$ cat src/rtl/qspi_flash_responder_if.sv
// Host-side signal bundle for the quad-I/O fast-read flash responder:
// serial bus from the host plus the byte-wide backing-memory port.
interface qspi_flash_responder_if #(
    parameter int ADDR_W = 24
);
    logic              sck;
    logic              ce_n;
    logic [3:0]        io_i;
    logic [3:0]        io_o;
    logic              io_oe;
    logic [ADDR_W-1:0] mem_addr;
    logic              mem_rd;
    logic [7:0]        mem_data;
    logic              xip;

    modport slave (
        input  sck, ce_n, io_i, mem_data,
        output io_o, io_oe, mem_addr, mem_rd, xip
    );

    modport master (
        output sck, ce_n, io_i, mem_data,
        input  io_o, io_oe, mem_addr, mem_rd, xip
    );
endinterface

$ cat src/rtl/qspi_flash_responder.sv
// Device end of the 0xEB quad-I/O fast read with continuous-read (XIP) mode.
// Runs on the host clock; sck edges are found by comparing against last clk's sck.
module qspi_flash_responder #(
    parameter int ADDR_W    = 24,
    parameter int DUMMY_CYC = 4
) (
    input  logic                 clk,
    input  logic                 rst_n,
    qspi_flash_responder_if.slave bus
);
    typedef enum logic [2:0] {IDLE, CMD, ADDR, MODE, DUMMY, DATA, IGNORE} state_t;

    localparam logic [7:0] CMD_QIOR   = 8'hEB;
    localparam logic [7:0] DUMMY_LAST = 8'(DUMMY_CYC - 1);

    state_t            state_q;
    logic              sck_q;
    logic [7:0]        cnt_q;
    logic [6:0]        cmd_sh_q;
    logic [19:0]       addr_sh_q;
    logic [1:0]        mode_sh_q;
    logic [ADDR_W-1:0] addr_q;
    logic [ADDR_W-1:0] mem_addr_q;
    logic              mem_rd_q;
    logic              rd_dly_q;
    logic [7:0]        byte_q;
    logic [3:0]        lo_q;
    logic [3:0]        io_o_q;
    logic              io_oe_q;
    logic              hi_q;
    logic              xip_q;

    logic              rise;
    logic              fall;
    logic [23:0]       addr_d;
    logic [ADDR_W-1:0] addr_inc_d;

    assign rise       = bus.sck & ~sck_q;
    assign fall       = ~bus.sck & sck_q;
    assign addr_d     = {addr_sh_q, bus.io_i};
    assign addr_inc_d = addr_q + ADDR_W'(1);

    assign bus.io_o     = io_o_q;
    assign bus.io_oe    = io_oe_q;
    assign bus.mem_addr = mem_addr_q;
    assign bus.mem_rd   = mem_rd_q;
    assign bus.xip      = xip_q;

    always_ff @(posedge clk) begin
        if (!rst_n) begin
            state_q    <= IDLE;
            sck_q      <= 1'b0;
            cnt_q      <= '0;
            cmd_sh_q   <= '0;
            addr_sh_q  <= '0;
            mode_sh_q  <= '0;
            addr_q     <= '0;
            mem_addr_q <= '0;
            mem_rd_q   <= 1'b0;
            rd_dly_q   <= 1'b0;
            byte_q     <= '0;
            lo_q       <= '0;
            io_o_q     <= '0;
            io_oe_q    <= 1'b0;
            hi_q       <= 1'b1;
            xip_q      <= 1'b0;
        end else begin
            sck_q    <= bus.sck;
            mem_rd_q <= 1'b0;
            rd_dly_q <= mem_rd_q;
            // mem_data is valid the clk after the memory samples mem_rd
            if (rd_dly_q) begin
                byte_q <= bus.mem_data;
            end

            if (bus.ce_n) begin
                state_q   <= IDLE;
                cnt_q     <= '0;
                cmd_sh_q  <= '0;
                addr_sh_q <= '0;
                mode_sh_q <= '0;
                io_oe_q   <= 1'b0;
                rd_dly_q  <= 1'b0;
                hi_q      <= 1'b1;
            end else begin
                case (state_q)
                    IDLE: begin
                        state_q <= xip_q ? ADDR : CMD;
                    end
                    CMD: begin
                        if (rise) begin
                            cmd_sh_q <= {cmd_sh_q[5:0], bus.io_i[0]};
                            if (cnt_q == 8'd7) begin
                                cnt_q   <= '0;
                                state_q <= ({cmd_sh_q, bus.io_i[0]} == CMD_QIOR) ? ADDR : IGNORE;
                            end else begin
                                cnt_q <= cnt_q + 8'd1;
                            end
                        end
                    end
                    ADDR: begin
                        if (rise) begin
                            addr_sh_q <= addr_d[19:0];
                            if (cnt_q == 8'd5) begin
                                cnt_q      <= '0;
                                addr_q     <= addr_d[ADDR_W-1:0];
                                mem_addr_q <= addr_d[ADDR_W-1:0];
                                mem_rd_q   <= 1'b1;
                                state_q    <= MODE;
                            end else begin
                                cnt_q <= cnt_q + 8'd1;
                            end
                        end
                    end
                    MODE: begin
                        if (rise) begin
                            if (cnt_q == 8'd0) begin
                                mode_sh_q <= bus.io_i[1:0];
                                cnt_q     <= 8'd1;
                            end else begin
                                cnt_q   <= '0;
                                xip_q   <= (mode_sh_q == 2'b10);
                                state_q <= DUMMY;
                            end
                        end
                    end
                    DUMMY: begin
                        if (rise) begin
                            if (cnt_q == DUMMY_LAST) begin
                                cnt_q   <= '0;
                                hi_q    <= 1'b1;
                                state_q <= DATA;
                            end else begin
                                cnt_q <= cnt_q + 8'd1;
                            end
                        end
                    end
                    DATA: begin
                        // low nibble is parked in lo_q so the prefetch may overwrite byte_q
                        if (fall) begin
                            io_oe_q <= 1'b1;
                            hi_q    <= ~hi_q;
                            if (hi_q) begin
                                io_o_q     <= byte_q[7:4];
                                lo_q       <= byte_q[3:0];
                                addr_q     <= addr_inc_d;
                                mem_addr_q <= addr_inc_d;
                                mem_rd_q   <= 1'b1;
                            end else begin
                                io_o_q <= lo_q;
                            end
                        end
                    end
                    IGNORE: begin
                        state_q <= IGNORE;
                    end
                    default: begin
                        state_q <= IDLE;
                    end
                endcase
            end
        end
    end
endmodule

$ cat src/flat_wrapper.sv
// flat-port wrapper written by rule: the top's interface ports become plain ports
module qspi_flash_responder_flat 
#(
    parameter int ADDR_W    = 24,
    parameter int DUMMY_CYC = 4
)
  (clk, rst_n, bus_sck, bus_ce_n, bus_io_i, bus_mem_data, bus_io_o, bus_io_oe, bus_mem_addr, bus_mem_rd, bus_xip);
  qspi_flash_responder_if #(.ADDR_W(ADDR_W)) bus_i ();
  input  logic clk;
  input  logic rst_n;
  input wire logic [$bits(bus_i.sck)-1:0] bus_sck;
  input wire logic [$bits(bus_i.ce_n)-1:0] bus_ce_n;
  input wire logic [$bits(bus_i.io_i)-1:0] bus_io_i;
  input wire logic [$bits(bus_i.mem_data)-1:0] bus_mem_data;
  output wire logic [$bits(bus_i.io_o)-1:0] bus_io_o;
  output wire logic [$bits(bus_i.io_oe)-1:0] bus_io_oe;
  output wire logic [$bits(bus_i.mem_addr)-1:0] bus_mem_addr;
  output wire logic [$bits(bus_i.mem_rd)-1:0] bus_mem_rd;
  output wire logic [$bits(bus_i.xip)-1:0] bus_xip;
  assign bus_i.sck = bus_sck;
  assign bus_i.ce_n = bus_ce_n;
  assign bus_i.io_i = bus_io_i;
  assign bus_i.mem_data = bus_mem_data;
  assign bus_io_o = bus_i.io_o;
  assign bus_io_oe = bus_i.io_oe;
  assign bus_mem_addr = bus_i.mem_addr;
  assign bus_mem_rd = bus_i.mem_rd;
  assign bus_xip = bus_i.xip;
  qspi_flash_responder #(.ADDR_W(ADDR_W), .DUMMY_CYC(DUMMY_CYC)) u_core (.clk(clk), .rst_n(rst_n), .bus(bus_i));
endmodule
$ cat config.mk
export PLATFORM = sky130hd
export DESIGN_NAME = qspi_flash_responder_flat
export DESIGN_NICKNAME = d
export VERILOG_FILES = /design/src/rtl/qspi_flash_responder_if.sv /design/src/rtl/qspi_flash_responder.sv /design/src/flat_wrapper.sv
export SDC_FILE = /design/constraint.sdc
export NUM_CORES = 1
export LEC_CHECK = 0
export ABC_AREA = 1
export BUFFER_PORTS_ARGS = -buffer_cell sky130_fd_sc_hd__buf_4
export CAP_MARGIN = 20
export CORE_UTILIZATION = 45
export DETAILED_ROUTE_END_ITERATION = 12
export GPL_ROUTABILITY_DRIVEN = 1
export PLACE_DENSITY_LB_ADDON = 0.12
export SLEW_MARGIN = 20
export SYNTH_ARGS = -nofsm -noshare
export SYNTH_HDL_FRONTEND = slang
export SYNTH_SLANG_ARGS = --single-unit
$ cat constraint.sdc
create_clock -name clk -period 1.6 [get_ports clk]
set_clock_uncertainty 0.2 [all_clocks]
set_input_delay 0.16 -clock clk [delete_from_list [all_inputs] [get_ports clk]]
set_output_delay 0.16 -clock clk [all_outputs]
set_load 0.01 [all_outputs]
## After elaboration in Yosys (flattened, before gate mapping)

Index checks and enable logic that the tools add are counted.

| word-level totals | value |
|---|---|
| output and inout port bits | 31 |
| logic and storage cells | 99 |
| input port bits | 16 |
| bits in registers | 86 |

| cells by class | value |
|---|---|
| multiplexer cells | 35 |
| add/subtract/negate cells | 2 |
| reduce and logical (&&, ||, !) cells | 17 |
| bitwise logic cells | 9 |
| equal/unequal tests | 21 |

Operators with widths:

| kind | number |
|---|---|
| 2-to-1 mux 24 bit | 4 |
| 2-to-1 mux 8 bit | 7 |
| one-hot mux 24 bit (2 select lines) | 1 |
| one-hot mux 8 bit (4 select lines) | 1 |
| 2-to-1 mux 3 bit | 9 |
| adder 24 x 1 -> 24 bit (second input constant) | 1 |
| one-hot mux 3 bit (7 select lines) | 1 |
| inequality test 2 x 1 -> 1 bit (second input constant) | 9 |
| == test 8 x 3 -> 1 bit (second input constant) | 2 |
| AND reduction 4 bit | 3 |
| == test 3 bit (second input constant) | 3 |
| AND reduction 9 bit | 1 |
| adder 8 x 1 -> 8 bit (second input constant) | 1 |
| == test 8 x 2 -> 1 bit (second input constant) | 1 |
| == test 8 bit (second input constant) | 1 |
| zero test 8 bit | 1 |
| 2-to-1 mux 1 bit | 8 |
| inverter 1 bit | 7 |
| == test 3 x 2 -> 1 bit (second input constant) | 2 |
| AND reduction 2 bit | 3 |
| AND reduction 3 bit | 2 |
| AND reduction 6 bit | 1 |
| AND reduction 5 bit | 1 |
| 2-to-1 mux 4 bit | 1 |
| other kinds (10) | 13 |

## Logic depth before layout (Yosys ltp)

Gate-level depths: netlist of the first run.

| logic depth | value |
|---|---|
| depth after elaboration | 5 |
| depth in mapped cells | 11 |
| depth with buffers taken out | 10 |

## Worst setup path before layout of the first run

No wires, ideal clock.

| timing path | value |
|---|---|
| path kind | flip-flop to flip-flop |
| start point | register u_core.addr_q[0] |
| end point | register u_core.addr_q[14] |
| period minus slack after synthesis | 1.811 ns |
| slack | -0.211 ns |
| data arrival time | 1.496 ns |
| stages on the path, launching flop included | 11 |
| setup time | 0.115 ns |
| buffers on the path | 0 |
| required time | 1.285 ns |
| cells stage by stage | dfxtp_1 -> ha_1 -> nand3_1 -> nor2_1 -> nand2_1 -> nor2_1 -> nand4_1 -> nand2_1 -> nand2_1 -> nand2_1 -> nor2_1 |

| on the way | value |
|---|---|
| word-level cells in the longest chain between the ends | 4 |

RTL lines:

| element | RTL line | text |
|---|---|---|
| start: declaration | qspi_flash_responder.sv:22 | `logic [ADDR_W-1:0] addr_q;` |
| start signal: assignment | qspi_flash_responder.sv:106 | `addr_q <= addr_d[ADDR_W-1:0];` |
| start signal: assignment | qspi_flash_responder.sv:146 | `addr_q <= addr_inc_d;` |
| adder 24 x 1 -> 24 bit | qspi_flash_responder.sv:41 | `assign addr_inc_d = addr_q + ADDR_W'(1);` |
| 2-to-1 mux 24 bit | qspi_flash_responder.sv:143 | `if (hi_q) begin` |
| 2-to-1 mux 24 bit | qspi_flash_responder.sv:140 | `if (fall) begin` |
| one-hot mux 24 bit (2 select lines) | qspi_flash_responder.sv:86 | `case (state_q)` |

No other way between the ends. The select of a mux whose other input is x is not followed.
A chain may end at the register's enable or synchronous reset.

## Worst setup path in the final report of the first run

| timing path | value |
|---|---|
| start point | register u_core.state_q[2] |
| end point | register u_core.addr_q[21] |

| on the way | value |
|---|---|
| word-level cells in the longest chain between the ends | 3 |
| elaborated cells on any way between the ends | 9 |
| those cells by class | eq/ne (6); mux (1); reduce/logical (2) |

RTL lines:

| element | RTL line | text |
|---|---|---|
| start: declaration | qspi_flash_responder.sv:16 | `state_t state_q;` |
| start signal: assignment | qspi_flash_responder.sv:88 | `state_q <= xip_q ? ADDR : CMD;` |
| start signal: assignment | qspi_flash_responder.sv:95 | `state_q <= ({cmd_sh_q, bus.io_i[0]} == CMD_QIOR) ? ADDR : IGNORE;` |
| == test 3 bit / == test 3 x 2 -> 1 bit (equally long branches) | qspi_flash_responder.sv:86 |  |
| inequality test 2 x 1 -> 1 bit (no source line) / nonzero test 2 bit (equally long branches) | n/a |  |
| AND reduction 6 bit (no source line) | n/a |  |

Parallel ways exist; a longest one is shown, timed or not.

==> results of run 1 <==
## power by group through the flow
stage	Combinational, W	Sequential [W]	Clock, W
after floorplan	0.000201	0.00223	0
after global placement	0.000369	0.00223	0
after detailed placement	0.000375	0.00223	0
after CTS	0.000445	0.00218	0.00157
after global routing	0.000584	0.00219	0.00165
final	0.000544	0.00218	0.00157
## Yosys cell counts, drive strengths merged
library cell	count
a211oi	2
a21oi	58
a31oi	4
and2	1
buf	10
clkbuf	12
clkinv	1
dfxtp	86
ha	4
inv	80
nand2	171
nand3	43
nand3b	3
nand4	9
nor2	113
nor3	5
o21a	2
o21ai	71
o22ai	2
or2	7
xor2	1
## cell families (layout without fill, tap and decap cells)
family          after synthesis  after routing
simple gates                352            352
fa+ha+maj                     4              4
buf+inv                     103            267
compound gates              139            139
flops                        86             86
xor+xnor                      1              1
## path summary, 6_finish.rpt
path,startpoint,end,slack (ns),cells after the start
hold / removal,bus_ce_n,u_core.lo_q[3]$_SDFFE_PN0P_,-0.01,5
hold reg to reg,u_core.bus.mem_rd$_SDFF_PP0_,u_core.rd_dly_q$_SDFF_PP0_,0.25,2
setup / recovery,u_core.state_q[2]$_SDFFE_PP0P_,u_core.addr_q[21]$_SDFFE_PN0P_,-0.21,11
setup reg to reg,u_core.state_q[2]$_SDFFE_PP0P_,u_core.addr_q[21]$_SDFFE_PN0P_,-0.21,11
## worst register-to-register path, cell delays in order (launching register included)
cell	delay, ns
sky130_fd_sc_hd__dfxtp_4	0.37
sky130_fd_sc_hd__inv_4	0.07
sky130_fd_sc_hd__nand2_4	0.05
sky130_fd_sc_hd__nor2_4	0.17
sky130_fd_sc_hd__nand2_2	0.13
sky130_fd_sc_hd__nand2_2	0.10
sky130_fd_sc_hd__nand3_4	0.12
sky130_fd_sc_hd__buf_12	0.18
sky130_fd_sc_hd__buf_16	0.14
sky130_fd_sc_hd__nor2_2	0.07
sky130_fd_sc_hd__nand2_1	0.07
sky130_fd_sc_hd__a21oi_2	0.10
## stage by stage
step | setup WS, ns | hold slack [ns]
floorplan | -0.01818 | 0.05345
global placement | -0.1574 | 0.1603
detailed placement | -0.1847 | 0.1648
CTS | -0.1615 | 0.01070
global route | -0.2789 | 0.03691
finish | -0.2115 | -0.01186
## flip-flops by register name, indices dropped and copies added (netlist names), 2 cells and up
register          count
u_core.state_q        3
u_core.byte_q         8
u_core.bus.io_o       4
u_core.cnt_q          8
u_core.addr_sh_q     20
u_core.addr_q        24
u_core.mode_sh_q      2
u_core.cmd_sh_q       7
u_core.lo_q           4
## metal layers
| metal | routed length [um] | part of all wire | vias up |
|---|---|---|---|
| met2 | 7051 | 0.50 | 166 |
| met3 | 720 | 0.051 | 44 |
| met1 | 5710 | 0.41 | 2325 |
| li1 | - | - | 2521 |
| met5 | 0 | 0 | - |
| met4 | 516 | 0.037 | 0 |
## area by class of cell
| class | instances | area [um^2] | share of cell area |
|---|---|---|---|
| multi-input cells | 496 | 2696 | 0.4073 |
| flip-flops and latches | 86 | 1757 | 0.2654 |
| repair buffers | 169 | 1485 | 0.2243 |
| inverters | 81 | 317.8 | 0.04801 |
| well taps | 129 | 161.4 | 0.02438 |
| clock buffers | 9 | 123.9 | 0.01871 |
| clock inverters | 7 | 71.32 | 0.01077 |
| repair inverters | 1 | 7.507 | 0.001134 |
## repair_timing
action | CTS | global route
hold buffers | 14 | 0
endpoints found under the hold margin | 19 | 0
setup endpoints to repair | 55 | 68
gates cloned | 4 | 0
buffers inserted | 5 | 11
resized for setup | 79 | 108
pin swaps | 23 | 28
==> key figures, run 1 <==
Worst hold path
  – Worst hold-check path type: primary input to flip-flop

Yosys
  – Top area cells in the synthesized netlist: sky130_fd_sc_hd__dfxtp_1 (39%), sky130_fd_sc_hd__nand2_1 (14%), sky130_fd_sc_hd__nor2_1 (9.4%)
  – Area fraction in and, or, nand and nor cells after synthesis: 0.3376
  – Post-Synth Adder-Cell Area: 0.01137
  – Syn Std Cell Area: 0.004403 mm^2
  – Main combinational cell family by area after synthesis: simple AND/OR/NAND/NOR gates
  – Share of the synthesized area in compound gates (AO/OA/AOI/OAI): 0.1628
  – Fraction of post-synthesis cell area in the top cell type by area: 0.3910
  – Part of the Yosys area used for sequential elements: 0.3910
  – Syn Nets: 705
  – Share of synthesized area spent on multiplexers: 0
  – Xor and xnor area share after synthesis: 0.001989
  – Total of flip-flops plus latches after synthesis: 86
  – Number of instances in the synthesized netlist: 685
  – Syn_area_per_cell: 6.428 um^2
  – Largest area contributor in the synthesized netlist: sky130_fd_sc_hd__dfxtp_1
  – Post-synthesis cell type count: 32
  – Yosys warns: 0

Global route
  – Global-route wire length before repair: 22110 um
  – Sum of overflow across all layers after global routing: 0
  – Gr busiest metal: met2
  – Met3 Usage GRT: 0.03467
  – Largest net degree at the start of global routing: 31
  – Initial antenna violation count: 0
  – Met2 Usage GRT: 0.4810
  – Global-route track usage on met1: 0.3365
  – Number of global-route vias before repair: 4793
  – GRT Resource Usage Total: 0.2756

Setup path
  – Maximum single-stage delay on the critical path: 0.37 ns
  – Category of the worst setup path capture point: flip-flop
  – Cell with the most instances on the worst path: sky130_fd_sc_hd__nand2_2
  – Critical-path maximum fanout: 5
  – Largest delay contributor family on the critical path: simple AND/OR/NAND/NOR gates
  – Critical path cell sequence: inv_4 > nand2_4 > nor2_4 > nand2_2 > nand2_2 > nand3_4 > buf_12 > buf_16 > nor2_2 > nand2_1 > a21oi_2
  – Required arrival time at the worst endpoint: 1.72 ns
  – Start-to-end type of the worst setup path: flip-flop to flip-flop
  – Slowest library cell on the worst path: sky130_fd_sc_hd__dfxtp_4
  – Type of origin of the critical path: flip-flop
  – Worst Path Buf+Inv: 3
  – Crit path DAT: 1.93 ns

Pwr
  – Logic pwr share: 0.127
  – Leak pwr: 2.651 nW
  – Maximum vdd drop: 0.4530 mV
  – Pwr per Cell Area: 649.2 mW/mm^2
  – Net switching component of the power: 0.001270 W
  – Total power: 0.004298 W
  – Share of total power in the clock network: 0.365
  – Switching fraction of total power: 0.2954
  – Sequential group share of total power: 0.508
  – Power Internal: 0.003028 W

Die
  – Effective utilization at floorplan: 0.4698
  – Core area: 0.009371 mm^2
  – Number of placement rows: 35
  – DIE AREA: 0.01018 mm^2
  – Die span in y: 100.9 um
  – Die Span X: 100.9 um
  – # IOs: 47

Outcome
  – Result of the run: finished with violations
  – Violations in the final reports: hold timing, setup timing

Layout
  – Synth-to-Final Area Change: 50.36%
  – Commonest non-fill, non-tap cell in the layout: sky130_fd_sc_hd__nand2_1
  – Final core utilization: 0.7064
  – Non-Filler Instances: 978
  – Fraction of final layout cells sized beyond drive strength 1: 0.3675
  – Commonest non-fill, non-tap cells in the layout: sky130_fd_sc_hd__nand2_1 (142), sky130_fd_sc_hd__buf_4 (132), sky130_fd_sc_hd__nor2_1 (74), sky130_fd_sc_hd__inv_1 (69), sky130_fd_sc_hd__dfxtp_1 (68)
  – Count of fill cells added during filler insertion: 824
  – Nets: 864
  – Design area: 0.006620 mm^2
  – Ant diodes: 0

Detailed routing
  – Average wire per standard cell: 14.31 um
  – Routed vias: 5056
  – Initial DRC Count: 292
  – Final WL: 14000 um
  – Average vias per placed instance: 5.170
  – DRC violations left: 0
  – Post-route antenna net violation count: 0
  – Total iterations of the first detailed-routing run: 5

STA
  – Setup-violating endpoint count in the final report: 49
  – Final setup slack of the worst path: -0.2115 ns
  – Relative slew slack: 0.7853
  – Slew at the pin closest to its max-slew limit: 0.3186 ns
  – Number of max-slew violations in the final report: 0
  – Post-Route Setup TNS: -5.165 ns
  – Setup repair after global routing missed its margin: true
  – Minimum clock period after layout: 1.812 ns
  – Count of endpoints failing hold in the final timing report: 1
  – Share of the cycle needed by the critical path after routing: 1.132
  – Worst hold slack across all endpoints: -0.01186 ns
  – Highest achievable clock rate: 552.0 MHz

Flow run
  – Max Cap Viol: 0

Placed design
  – Post-DP Area: 0.005545 mm^2
  – RD Place Congestion: 0.8830
  – Quantity of I/O buffers inserted on ports: 46
  – Placed instance count: 928
  – Detailed placer's ending HPWL: 9024 um

Clocking
  – Total clock buffers created by CTS: 9
  – Later-pin clock latency in the skew report: 0.38 ns
  – H-Tree Depth: 3
  – CTS clock-pin slew for the worst setup and hold paths: 0.10 ns
  – Clock tree from TritonCTS: built
  – # clock sinks: 86
  – Buffer cell driving the clock tree root: sky130_fd_sc_hd__clkbuf_8
  – Clock tree buffer depth: 2
No activity file was read; power rests on OpenSTA's default activity.
==> run 2: changes to the inputs <==
--- a/config.mk
+++ b/config.mk
@@ -8,7 +8,7 @@
 export ABC_AREA = 1
 export BUFFER_PORTS_ARGS = -buffer_cell sky130_fd_sc_hd__buf_4
 export CAP_MARGIN = 20
-export CORE_UTILIZATION = 45
+export CORE_UTILIZATION = 53
 export DETAILED_ROUTE_END_ITERATION = 12
 export GPL_ROUTABILITY_DRIVEN = 1
 export PLACE_DENSITY_LB_ADDON = 0.12
==> run 2 against run 1 <==
Effect of this change: the run ends with setup timing left; count of clock-buffer cells in the layout unchanged; non-clock buffer count down 6; global-route usage up 5.9 points; critical path depth down 1; via count up 9.1%; wire length up 14%; largest power group unchanged.
==> key figures, run 2 (synthesized netlist as in run 1, its figures left out) <==
Setup path
  – Worst reg2reg path startpoint: u_core.state_q[2]$_SDFFE_PP0P_
  – Slowest library cell on the worst path: sky130_fd_sc_hd__dfxtp_4
  – Critical-path maximum fanout: 6 (+1)
  – Category of the worst setup path capture point: flip-flop
  – Crit path DAT: 2.01 ns (+0.08 ns)
  – Reg2reg end: u_core.addr_q[4]$_SDFFE_PN0P_
  – Maximum single-stage delay on the critical path: 0.38 ns (about the same)
  – Reg2reg setup slack: -0.37 ns (-0.16 ns)
  – Required arrival time at the worst endpoint: 1.64 ns (-0.08 ns)
  – Type of origin of the critical path: flip-flop
  – Cell depth of the worst flop-to-flop path: 10 (-1)
  – Critical path cell sequence: inv_6 > nand2_2 > nor2_4 > o21ai_4 > nand3_4 > inv_4 > buf_6 > buf_16 > o21ai_0 > nor2_1
  – Start-to-end type of the worst setup path: flip-flop to flip-flop

STA
  – Relative slew slack: 0.7392 (-0.04610)
  – Slew at the pin closest to its max-slew limit: 0.3887 ns (+0.07012 ns)
  – Count of endpoints failing hold in the final timing report: 0 (-1)
  – Number of max-slew violations in the final report: 0 (unchanged)
  – Setup repair after global routing missed its margin: true
  – Share of the cycle needed by the critical path after routing: 1.232 (+0.09962)
  – Final setup slack of the worst path: -0.3709 ns (-0.1594 ns)
  – Setup-violating endpoint count in the final report: 57 (+16%)
  – Minimum clock period after layout: 1.971 ns (+0.1594 ns)
  – Highest achievable clock rate: 507.4 MHz (-8.1%)
  – Worst hold slack across all endpoints: 0.07039 ns (+0.08225 ns)
  – Post-Route Setup TNS: -9.481 ns (-4.316 ns)

Pwr
  – Leak pwr: 2.608 nW (-1.6%)
  – Maximum vdd drop: 0.6593 mV (+46%)
  – Pwr per Cell Area: 695.2 mW/mm^2 (+7.1%)

Outcome
  – Result of the run: finished with violations
  – Violations in the final reports: setup timing

Worst hold path
  – Hold Path End: u_core.bus.io_o[1]$_SDFFE_PN0P_
  – Worst Hold Launch: bus_ce_n
  – Worst hold-check path type: primary input to flip-flop
  – Hold Crit Depth: 4 (-1)

Placed design
  – Placed instance count: 893 (-3.8%)
  – Detailed placer's ending HPWL: 8792 um (-2.6%)
  – Quantity of I/O buffers inserted on ports: 46 (unchanged)
  – RD Place Congestion: 0.9435 (+6.9%)

Detailed routing
  – Average vias per placed instance: 5.837 (+13%)
  – DRC violations left: 0 (unchanged)
  – Post-route antenna net violation count: 0 (unchanged)
  – Final WL: 15960 um (+14%)
  – Average wire per standard cell: 16.89 um (+18%)
  – Routed vias: 5516 (+9.1%)
  – Initial DRC Count: 607 (+110%)
  – Total iterations of the first detailed-routing run: 6 (+1)

Global route
  – Initial antenna violation count: 0 (unchanged)
  – Global-route wire length before repair: 22910 um (+3.6%)
  – GRT Resource Usage Total: 0.3345 (+0.05888)
  – Number of global-route vias before repair: 5095 (+6.3%)
  – Largest net degree at the start of global routing: 31 (unchanged)
  – Sum of overflow across all layers after global routing: 0 (unchanged)

Layout
  – Non-Filler Instances: 945 (-3.4%)
  – Synth-to-Final Area Change: 48.02%
  – Ant diodes: 0 (unchanged)
  – Multi-input gate area: 0.002665 mm^2 (-1.2%)
  – Largest register FFs: 24 (unchanged)
  – Register name with the most flops: u_core.addr_q
  – Fraction of final layout cells sized beyond drive strength 1: 0.3535 (-0.01399)
  – Nets: 858 (-0.69%)
  – Final core utilization: 0.8263 (+0.1199)
  – Storage element area: 0.001749 mm^2 (-0.43%)
  – Commonest non-fill, non-tap cells in the layout: sky130_fd_sc_hd__nand2_1 (146), sky130_fd_sc_hd__buf_4 (133), sky130_fd_sc_hd__nor2_1 (79), sky130_fd_sc_hd__dfxtp_1 (72), sky130_fd_sc_hd__inv_1 (70)
  – Commonest non-fill, non-tap cell in the layout: sky130_fd_sc_hd__nand2_1
  – Count of fill cells added during filler insertion: 456 (-45%)
  – Largest registers: u_core.addr_q: 24 flops, u_core.addr_sh_q: 20 flops

Die
  – Core area: 0.007888 mm^2 (-16%)
  – Effective utilization at floorplan: 0.5582 (+0.08839)
  – Die span in y: 93.15 um (-7.7%)
  – # IOs: 47 (unchanged)
  – DIE AREA: 0.008676 mm^2 (-15%)
  – Die Span X: 93.15 um (-7.7%)
  – Number of placement rows: 32 (-8.6%)

Clocking
  – Total clock buffers created by CTS: 9 (unchanged)
  – Clock tree from TritonCTS: built
  – Clock tree buffer depth: 2 (unchanged)
  – # clock sinks: 86 (unchanged)
  – Buffer cell driving the clock tree root: sky130_fd_sc_hd__clkbuf_8
  – Later-pin clock latency in the skew report: 0.37 ns (about the same)
  – H-Tree Depth: 3 (unchanged)
  – CTS clock-pin slew for the worst setup and hold paths: 0.10 ns (about the same)

Flow run
  – Max Cap Viol: 0 (unchanged)
-- run 2: changes by cell type in the layout (fill, tap and decap cells not counted), moves of 4 or more --
cell | before | now
sky130_fd_sc_hd__buf_6 | 13 | 6
sky130_fd_sc_hd__dfxtp_1 | 68 | 72
sky130_fd_sc_hd__nand2_1 | 142 | 146
sky130_fd_sc_hd__nand2_4 | 8 | 2
sky130_fd_sc_hd__nor2_1 | 74 | 79
sky130_fd_sc_hd__nor2_2 | 28 | 22
sky130_fd_sc_hd__o21ai_0 | 48 | 43
sky130_fd_sc_hd__o21ai_2 | 8 | 16
-- run 2: metal layers --
layer	track usage	wire, um
met1	0.3824	6101
met2	0.5956	7656
met3	0.05935	1166
met4	0.1679	1037
met5	0	0
-- run 2: stage by stage --
step	setup WS [ns]	cell area (um^2)	power (W)
after CTS	-0.1629	6238	0.004448
after global routing	-0.4315	6518	0.004656
after global placement	-0.1184	5477	0.002601
final	-0.3709	6518	0.004531
after detailed placement	-0.1733	5477	0.002611
after floorplan	-0.01818	4446	0.002430
-- run 2: where the power goes --
part           internal [W]  switching (W)  total, W
sequential          0.00216      0.0000255   0.00218
combinational      0.000242       0.000304  0.000546
clock              0.000906       0.000894   0.00180
-- run 2: worst max-delay path by stage --
| stage | startpoint | end | slack, ns |
|---|---|---|---|
| 2_1_floorplan | u_core.cnt_q[1]$_SDFFE_PP0P_ | u_core.addr_q[3]$_SDFFE_PN0P_ | -0.02 |
| 3_3_place_gp | u_core.state_q[0]$_SDFFE_PP0P_ | u_core.cnt_q[6]$_SDFFE_PP0P_ | -0.12 |
| 3_5_place_dp | u_core.cnt_q[1]$_SDFFE_PP0P_ | u_core.addr_q[11]$_SDFFE_PN0P_ | -0.17 |
| 4_1_cts | u_core.cnt_q[1]$_SDFFE_PP0P_ | u_core.addr_q[11]$_SDFFE_PN0P_ | -0.16 |
| 5_1_grt | u_core.state_q[2]$_SDFFE_PP0P_ | u_core.cnt_q[6]$_SDFFE_PP0P_ | -0.43 |
| 6_report | u_core.state_q[2]$_SDFFE_PP0P_ | u_core.addr_q[4]$_SDFFE_PN0P_ | -0.37 |
-- run 2: repair_timing --
item / CTS / global route
setup endpoints to repair: 45 / 64
resized for setup: 76 / 90
gates cloned: 4 / 0
pin swaps: 16 / 18
hold buffers: 14 / 0
endpoints found under the hold margin: 19 / 0
buffers inserted: 13 / 5
-- run 2: cell type report --
type | count | area share
repair inverters | 1 | 0.001152
flip-flops and latches | 86 | 0.2684
well taps | 102 | 0.01958
multi-input cells | 496 | 0.4089
clock buffers | 9 | 0.01901
clock inverters | 7 | 0.01574
inverters | 81 | 0.04876
repair buffers | 163 | 0.2185
-- run 2: worst max-delay path: cells and delay by family, from the launching register on --
kind | cells | cell delay (ns)
AOI/OAI and AO/OA | 2 | 0.37
buffers and inverters | 4 | 0.38
DFF | 1 | 0.38
and+or+nand+nor | 4 | 0.50
